File: config.mk
export PLATFORM = sky130hd
export DESIGN_NAME = free_list
export DESIGN_NICKNAME = d
export VERILOG_FILES = /design/src/rtl/free_list.sv
export SDC_FILE = /design/constraint.sdc
export NUM_CORES = 1
export LEC_CHECK = 0
export ABC_AREA = 1
export BUFFER_PORTS_ARGS = -buffer_cell sky130_fd_sc_hd__buf_2
export CELL_PAD_IN_SITES_DETAIL_PLACEMENT = 0
export CELL_PAD_IN_SITES_GLOBAL_PLACEMENT = 1
export CORE_MARGIN = 1
export CORE_UTILIZATION = 47
export DETAILED_ROUTE_END_ITERATION = 8
export GPL_TIMING_DRIVEN = 0
export PLACE_DENSITY = 0.76
export REMOVE_ABC_BUFFERS = 1
export SLEW_MARGIN = 10
export SYNTH_ARGS = -nofsm -noshare
export SYNTH_HDL_FRONTEND = slang
export SYNTH_SLANG_ARGS = --single-unit
export TNS_END_PERCENT = 20
File: constraint.sdc
create_clock -name clk -period 3.1 [get_ports clk]
set_input_delay 0.775 -clock clk [delete_from_list [all_inputs] [get_ports clk]]
set_output_delay 0.775 -clock clk [all_outputs]
set_load 0.05 [all_outputs]
File: src/rtl/free_list.sv
// rtl/free_list.sv - rename free list: circular FIFO of physical registers with head checkpoints for branch recovery.
module free_list #(
  parameter int NUM_PHYS_REGS  = 64,
  parameter int NUM_ARCH_REGS  = 32,
  parameter int PHYS_REG_WIDTH = 6,
  parameter int NUM_CKPT       = 4,
  parameter int DEPTH          = NUM_PHYS_REGS - NUM_ARCH_REGS
) (
  input  logic                          clk,
  input  logic                          rst_n,
  input  logic                          alloc_req,
  output logic                          alloc_valid,
  output logic [PHYS_REG_WIDTH-1:0]     alloc_prd,
  input  logic                          free_valid,
  input  logic [PHYS_REG_WIDTH-1:0]     free_prd,
  input  logic                          ckpt_wen,
  input  logic [$clog2(NUM_CKPT)-1:0]   ckpt_tag,
  input  logic                          flush_valid,
  input  logic [$clog2(NUM_CKPT)-1:0]   flush_tag,
  output logic                          empty,
  output logic [PHYS_REG_WIDTH:0]       count,
  output logic                          overflow_err
);

  localparam int AW = (DEPTH > 1) ? $clog2(DEPTH) : 1;
  localparam int PW = AW + 1;

  logic [PHYS_REG_WIDTH-1:0] list_q [DEPTH];
  logic [PW-1:0]             ckpt_q [NUM_CKPT];
  logic [PW-1:0]             head_q, head_d, tail_q, tail_d;
  logic                      ovf_q, ovf_d;
  logic [AW:0]               used;
  logic                      full, enq, enq_ok;

  // Index wraps at DEPTH-1 (not necessarily a power of two); the MSB flips on each wrap.
  function automatic logic [PW-1:0] ptr_inc(input logic [PW-1:0] p);
    if (p[AW-1:0] == AW'(DEPTH - 1)) return {~p[AW], {AW{1'b0}}};
    return p + PW'(1);
  endfunction

  always_comb begin
    used = '0;
    if (tail_q[AW] == head_q[AW])
      used = {1'b0, tail_q[AW-1:0]} - {1'b0, head_q[AW-1:0]};
    else
      used = (AW+1)'(DEPTH) + {1'b0, tail_q[AW-1:0]} - {1'b0, head_q[AW-1:0]};
  end

  assign count        = (PHYS_REG_WIDTH+1)'(used);
  assign empty        = (used == '0);
  assign full         = (used == (AW+1)'(DEPTH));
  assign alloc_prd    = list_q[head_q[AW-1:0]];
  assign alloc_valid  = rst_n & alloc_req & ~empty & ~flush_valid;
  assign overflow_err = ovf_q;

  // p0 is hardwired and never returns; a full list only accepts a free alongside a dequeue.
  assign enq    = free_valid && (free_prd != '0);
  assign enq_ok = enq && (!full || alloc_valid);

  always_comb begin
    head_d = head_q;
    if (flush_valid)      head_d = ckpt_q[flush_tag];
    else if (alloc_valid) head_d = ptr_inc(head_q);
    tail_d = enq_ok ? ptr_inc(tail_q) : tail_q;
    ovf_d  = ovf_q | (enq & ~enq_ok);
  end

  always_ff @(posedge clk or negedge rst_n) begin
    if (!rst_n) begin
      for (int i = 0; i < DEPTH; i++) list_q[i] <= PHYS_REG_WIDTH'(NUM_ARCH_REGS + i);
      for (int i = 0; i < NUM_CKPT; i++) ckpt_q[i] <= '0;
      head_q <= '0;
      tail_q <= {1'b1, {AW{1'b0}}};
      ovf_q  <= 1'b0;
    end else begin
      head_q <= head_d;
      tail_q <= tail_d;
      ovf_q  <= ovf_d;
      if (enq_ok) list_q[tail_q[AW-1:0]] <= free_prd;
      if (ckpt_wen && !flush_valid) ckpt_q[ckpt_tag] <= head_d;
    end
  end

endmodule

# ---- After elaboration in Yosys (flattened, before gate mapping)
# Cells that the tools add are included.
dict set report totals {
  ff_bits 229
  inputBits 16
  word_cells 101
}
dict set report op_classes {
  addsub 5
  n_lt_le_gt_ge 6
  n_eq_ne 4
  mux 23
  bitwise 14
  reduce_logical 10
}
# cell n
set op_table {}
lappend op_table {{192-bit bitwise mux} 1}
lappend op_table {{6-bit two-way mux} 13}
lappend op_table {{6-bit binary-select mux with 5-bit select} 1}
lappend op_table {{6-bit demux with 5-bit select} 1}
lappend op_table {{24-bit bitwise mux} 1}
lappend op_table {{6-bit by 1-bit adder with 6-bit output, second input constant} 2}
lappend op_table {{6-bit binary-select mux with 2-bit select} 1}
lappend op_table {{6-bit demux with 2-bit select} 1}
lappend op_table {{6-bit greater-or-equal comparator, second input constant} 2}
lappend op_table {{5-bit inverter with 6-bit output} 2}
lappend op_table {{5-bit equality test, second input constant} 2}
lappend op_table {{6-bit by 5-bit adder with 6-bit output, first input constant} 1}
lappend op_table {{6-bit equality test, second input constant} 1}
lappend op_table {{3-bit greater-or-equal comparator, second input constant} 2}
lappend op_table {{6-bit zero test} 1}
lappend op_table {{6-bit by 1-bit less-than comparator with 1-bit output, second input constant} 1}
lappend op_table {{2-bit inverter with 3-bit output} 2}
lappend op_table {{6-bit nonzero test} 1}
lappend op_table {{5-bit by 5-bit subtractor with 6-bit output} 1}
lappend op_table {{6-bit by 5-bit subtractor with 6-bit output} 1}
lappend op_table {{1-bit logical AND} 5}
lappend op_table {{1-bit inverter} 5}
lappend op_table {{1-bit AND} 4}
lappend op_table {{1-bit two-way mux} 4}
lappend op_table {{other kinds (5)} 6}

# ---- Logic depth before layout (Yosys ltp)
dict set report depth {
  depth_word 13
  depth_mapped 20
}

# ---- Worst setup path before layout
# No wires, ideal clock.
dict set report synth_path {
  kind {reg-to-output}
  startpoint {reg head_q[1]}
  endpoint {out alloc_valid}
  arrival_time_ns 3.326
  t_required_ns 2.325
  path_slack_ns -1.001
  path_stages_with_launch 12
  path_cell_list {dfrtp_1 -> inv_1 -> clkbuf_1 -> clkbuf_1 -> fa_1 -> nand3_1 -> nand2_1 -> xor2_1 -> nor2_2 -> nand3_4 -> nand2_4 -> nor2_1}
}
dict set report synth_via {
  elab_chain_cells 6
  word_cells_on_any_way 7
}
# item line
set synth_rtl {}
lappend synth_rtl {{from (decl)} 30} ;# logic [PW-1:0] head_q, head_d, tail_q, tail_d;
lappend synth_rtl {{from (signal assigned)} 72} ;# head_q <= '0;
lappend synth_rtl {{from (signal assigned)} 76} ;# head_q <= head_d;
lappend synth_rtl {{6-bit by 5-bit subtractor with 6-bit output / 5-bit by 5-bit subtractor with 6-bit output (equally long branches)} {46, 44}}
lappend synth_rtl {{6-bit two-way mux *} 43} ;# if (tail_q[AW] == head_q[AW])
lappend synth_rtl {{named net count[4]} 21} ;# output logic [PHYS_REG_WIDTH:0] count,
lappend synth_rtl {{6-bit zero test *} 50} ;# assign empty = (used == '0);
lappend synth_rtl {{1-bit inverter *} 53} ;# assign alloc_valid = rst_n & alloc_req & ~empty & ~flush_valid;
lappend synth_rtl {{1-bit AND * (2 in series)} 53}
lappend synth_rtl {{to (decl)} 12} ;# output logic alloc_valid,
# Mark *: on every way through the listed nets, which the timed path passes. The rest lies on a longest branch.

# ---- Worst setup path after layout
dict set report layout_path {
  startpoint {reg head_q[1]}
  endpoint {out alloc_prd[5]}
}
dict set report layout_via {
  elab_chain_cells 4
}
# item line
set layout_rtl {}
lappend layout_rtl {{5-bit inverter with 6-bit output (not written as such)} 52} ;# assign alloc_prd = list_q[head_q[AW-1:0]];
lappend layout_rtl {{6-bit binary-select mux with 5-bit select} 52}
lappend layout_rtl {{6-bit two-way mux (not written as such) (2 in series)} 52}
lappend layout_rtl {{to (decl)} 13} ;# output logic [PHYS_REG_WIDTH-1:0] alloc_prd,
# No other way between the ends. The select of a mux whose other input is x is not followed.

==> run summary <==
Sink Count = 229
# rows = 59
Clock Skew = 0.0147 ns
Cells after DPL = 1,852
die area = 27,100 sq um
Die Span Y = 165 microns
Worst slew margin = 0.220
routed wire length = 43,900 microns
Final Total Pwr = 14.0 mW
router iterations before antenna repair = 5
antenna violations before repair = 0
reg-to-reg endpoint = list_q[42]$_DFFE_PN0P_
Initial Util = 0.479
final worst path period share = 1.12
DRT iter0 DRCs = 1,064
Synth Area per Inst = 7.83 sq um
Ports = 32
CP endpoint kind = primary output
Worst Setup EP = alloc_prd[5]
FF-to-FF path depth = 17
core area = 26,000 sq um
r2r startpoint = head_q[0]$_DFF_PN0_
Die W = 165 microns
Seq/Total Area, Yosys = 0.472
# hold bufs at CTS = 0
worst skew pair latency = 0.55 ns
WL/cell = 22.2 microns
Setup TNS = -2.63 ns
Setup-failing EPs final = 12
Core Util, Final = 0.597
crit path kind = flop to primary output
Slew @ Worst Pin = 1.16 ns
r2r setup slk = 0.01 ns
max-cap violations = 0
H-tree depth = 1
Post-synth ARST share = 1.00
Clk pin slew, worst setup/hold paths = 0.06 ns
CP startpoint = head_q[1]$_DFF_PN0_
placer congestion estimate = 0.890
clk buf depth = 3
Peak VDD IR = 0.879 mV
crit path DAT = 2.69 ns
crit path launch type = flop
number of synthesized flops with an enable pin = 0
status = finished, violations left
Overflow after GRT = 0
Final ANT Viol Nets = 0
failing checks = negative setup slack
CP required = 2.32 ns
layout cells sized above 1 = 0.237
largest net degree at the start of global routing = 128
endpoints failing hold = 0
hpwl dp = 23,000 microns
Min-Delay Path Class = input port to asynchronous set/reset pin
Top FF cell, synth = dfrtp_1
port bufs = 30
first-pass GRT wire length = 65,500 microns
Post-Syn Instances = 1,590
Root Buffer = clkbuf_16
Layout area overhead = 24.6%
crit path max fanout = 12
RSZ-0062 raised after global routing = true
CTS Buf Count = 27
max-slew violation count = 0
via count = 11,900
FMAX = 288 MHz
Seq cells post-synth = 229
Layout Nets = 1,649
leakage power = 7.08 nW
worst setup margin = -0.367 ns
routed vias/inst = 6.05
Residual DRC = 0
Syn. warnings = 0
Netlist cell types = 36
gr usage total = 0.319
Fill cells = 2,317
vias in the first global route = 11,000
CTS tree = done
pwr dens = 905 nW/um^2
Synth Cell Area = 12,400 sq um
# diodes = 0
Finished Layout Cells = 1,974
Tmin final = 3.47 ns
-- critical path, stage by stage (launching register included) --
cell	delay, ns
dfrtp_4	0.50
buf_12	0.16
inv_16	0.09
bufbuf_16	0.27
buf_4	0.11
o21ai_0	0.07
o22ai_1	0.26
o21ai_1	0.13
o22ai_1	0.16
nand2_1	0.08
nand2_2	0.12
buf_8	0.15
-- how the worst min path moves through the flow --
stage	startpoint	endpoint	slack, ns	cells after the start
2_1_floorplan	list_q[102]$_DFFE_PN0P_	list_q[102]$_DFFE_PN0P_	0.44	2
3_3_place_gp	list_q[61]$_DFFE_PN0P_	list_q[61]$_DFFE_PN0P_	0.45	2
3_5_place_dp	list_q[40]$_DFFE_PN1P_	list_q[40]$_DFFE_PN1P_	0.45	2
4_1_cts	rst_n	list_q[118]$_DFFE_PN0P_	0.16	1
5_1_grt	rst_n	list_q[118]$_DFFE_PN0P_	0.17	1
6_report	rst_n	list_q[118]$_DFFE_PN0P_	0.16	1
-- metal layers --
metal,up-vias,track usage,wire (microns)
met3,82,0.0517,3330
met5,-,0,0
met4,0,0.123,1520
li1,5518,-,-
met1,5875,0.451,19000
met2,467,0.490,20000
-- layout make-up --
cell class | count | area, sq um | share of cell area
clock buffers | 35 | 786 | 0.0507
clock inverters | 14 | 181 | 0.0117
inverters | 47 | 236 | 0.0152
multi-input cells | 1198 | 6280 | 0.405
flip-flops and latches | 229 | 5890 | 0.380
well taps | 335 | 419 | 0.0270
repair buffers | 113 | 1680 | 0.109
repair inverters | 3 | 35.0 | 0.00226
-- state kept, by name, summed over array words and instances, names as in the netlist --
name,cells
list_q,192
ckpt_q,24
head_q,6
tail_q,6
overflow_err,1
-- per-stage QoR --
stage	worst slack (ns)	area (sq um)	hold WS [ns]
CTS	-0.315	14700	0.163
floorplan	-9.83	11800	0.437
detailed placement	-1.90	12800	0.452
global route	-0.386	15500	0.170
global placement	-17.10	12400	0.449
finish	-0.367	15500	0.157
-- timing repair --
item	4_1_cts	5_1_grt
endpoints found under the setup margin	242	206
setup buffers	30	21
pin swaps	14	36
resized for setup	96	91
cloned	13	12
-- synthesized netlist by cell type, types with 2 or more instances --
master / count / area [sq um]
inv_1: 37 / 139
xor2_1: 5 / 43.8
ha_1: 13 / 163
o22ai_1: 60 / 375
nand4_1: 197 / 1230
clkinv_1: 5 / 18.8
buf_1: 13 / 48.8
o21ai_0: 138 / 691
buf_4: 2 / 15.0
and2_1: 2 / 12.5
a31oi_1: 2 / 12.5
dfstp_2: 113 / 2970
buf_6: 19 / 214
o32ai_1: 3 / 26.3
dfrtp_1: 116 / 2900
nand2_1: 516 / 1940
nand2_2: 2 / 12.5
o21ai_1: 2 / 10.0
buf_2: 5 / 25.0
nand3_1: 27 / 135
inv_2: 5 / 18.8
nor3_1: 7 / 35.0
clkbuf_1: 77 / 289
a21oi_1: 8 / 40.0
nor2_1: 174 / 653
nand3_2: 32 / 320
-- where the power goes --
part | leakage, nW | switching, mW | internal, mW
sequential | 2.67 | 0.644 | 4.38
combinational | 3.94 | 3.47 | 2.09
clock | 0.475 | 1.34 | 2.11
-- cell families (layout without fill, tap and decap cells) --
family	after synthesis	count (layout)	synth area share
buf+inv	164	212	0.0629
flops	229	229	0.472
fa+ha+maj	14	14	0.0147
other cells	1	1	0.000301
xor+xnor	5	5	0.00352
simple gates	962	962	0.353
compound gates	215	216	0.0941
-- cell usage in the layout, fill, tap and decap left out, types with 13 or more instances in the layout --
| cell type | synthesis | routed |
|---|---|---|
| nand2_1 | 516 | 492 |
| nand4_1 | 197 | 197 |
| nor2_1 | 174 | 169 |
| o21ai_0 | 138 | 119 |
| dfstp_2 | 113 | 113 |
| dfrtp_1 | 116 | 111 |
| o22ai_1 | 60 | 51 |
| clkbuf_16 | 0 | 38 |
| buf_4 | 2 | 33 |
| inv_1 | 37 | 31 |
| nand3_4 | 1 | 27 |
| nand3_1 | 27 | 26 |
| nand2_2 | 2 | 24 |
| o21ai_1 | 2 | 15 |
| buf_16 | 0 | 15 |
| buf_6 | 19 | 13 |
Power figures use the tool's default switching activity.
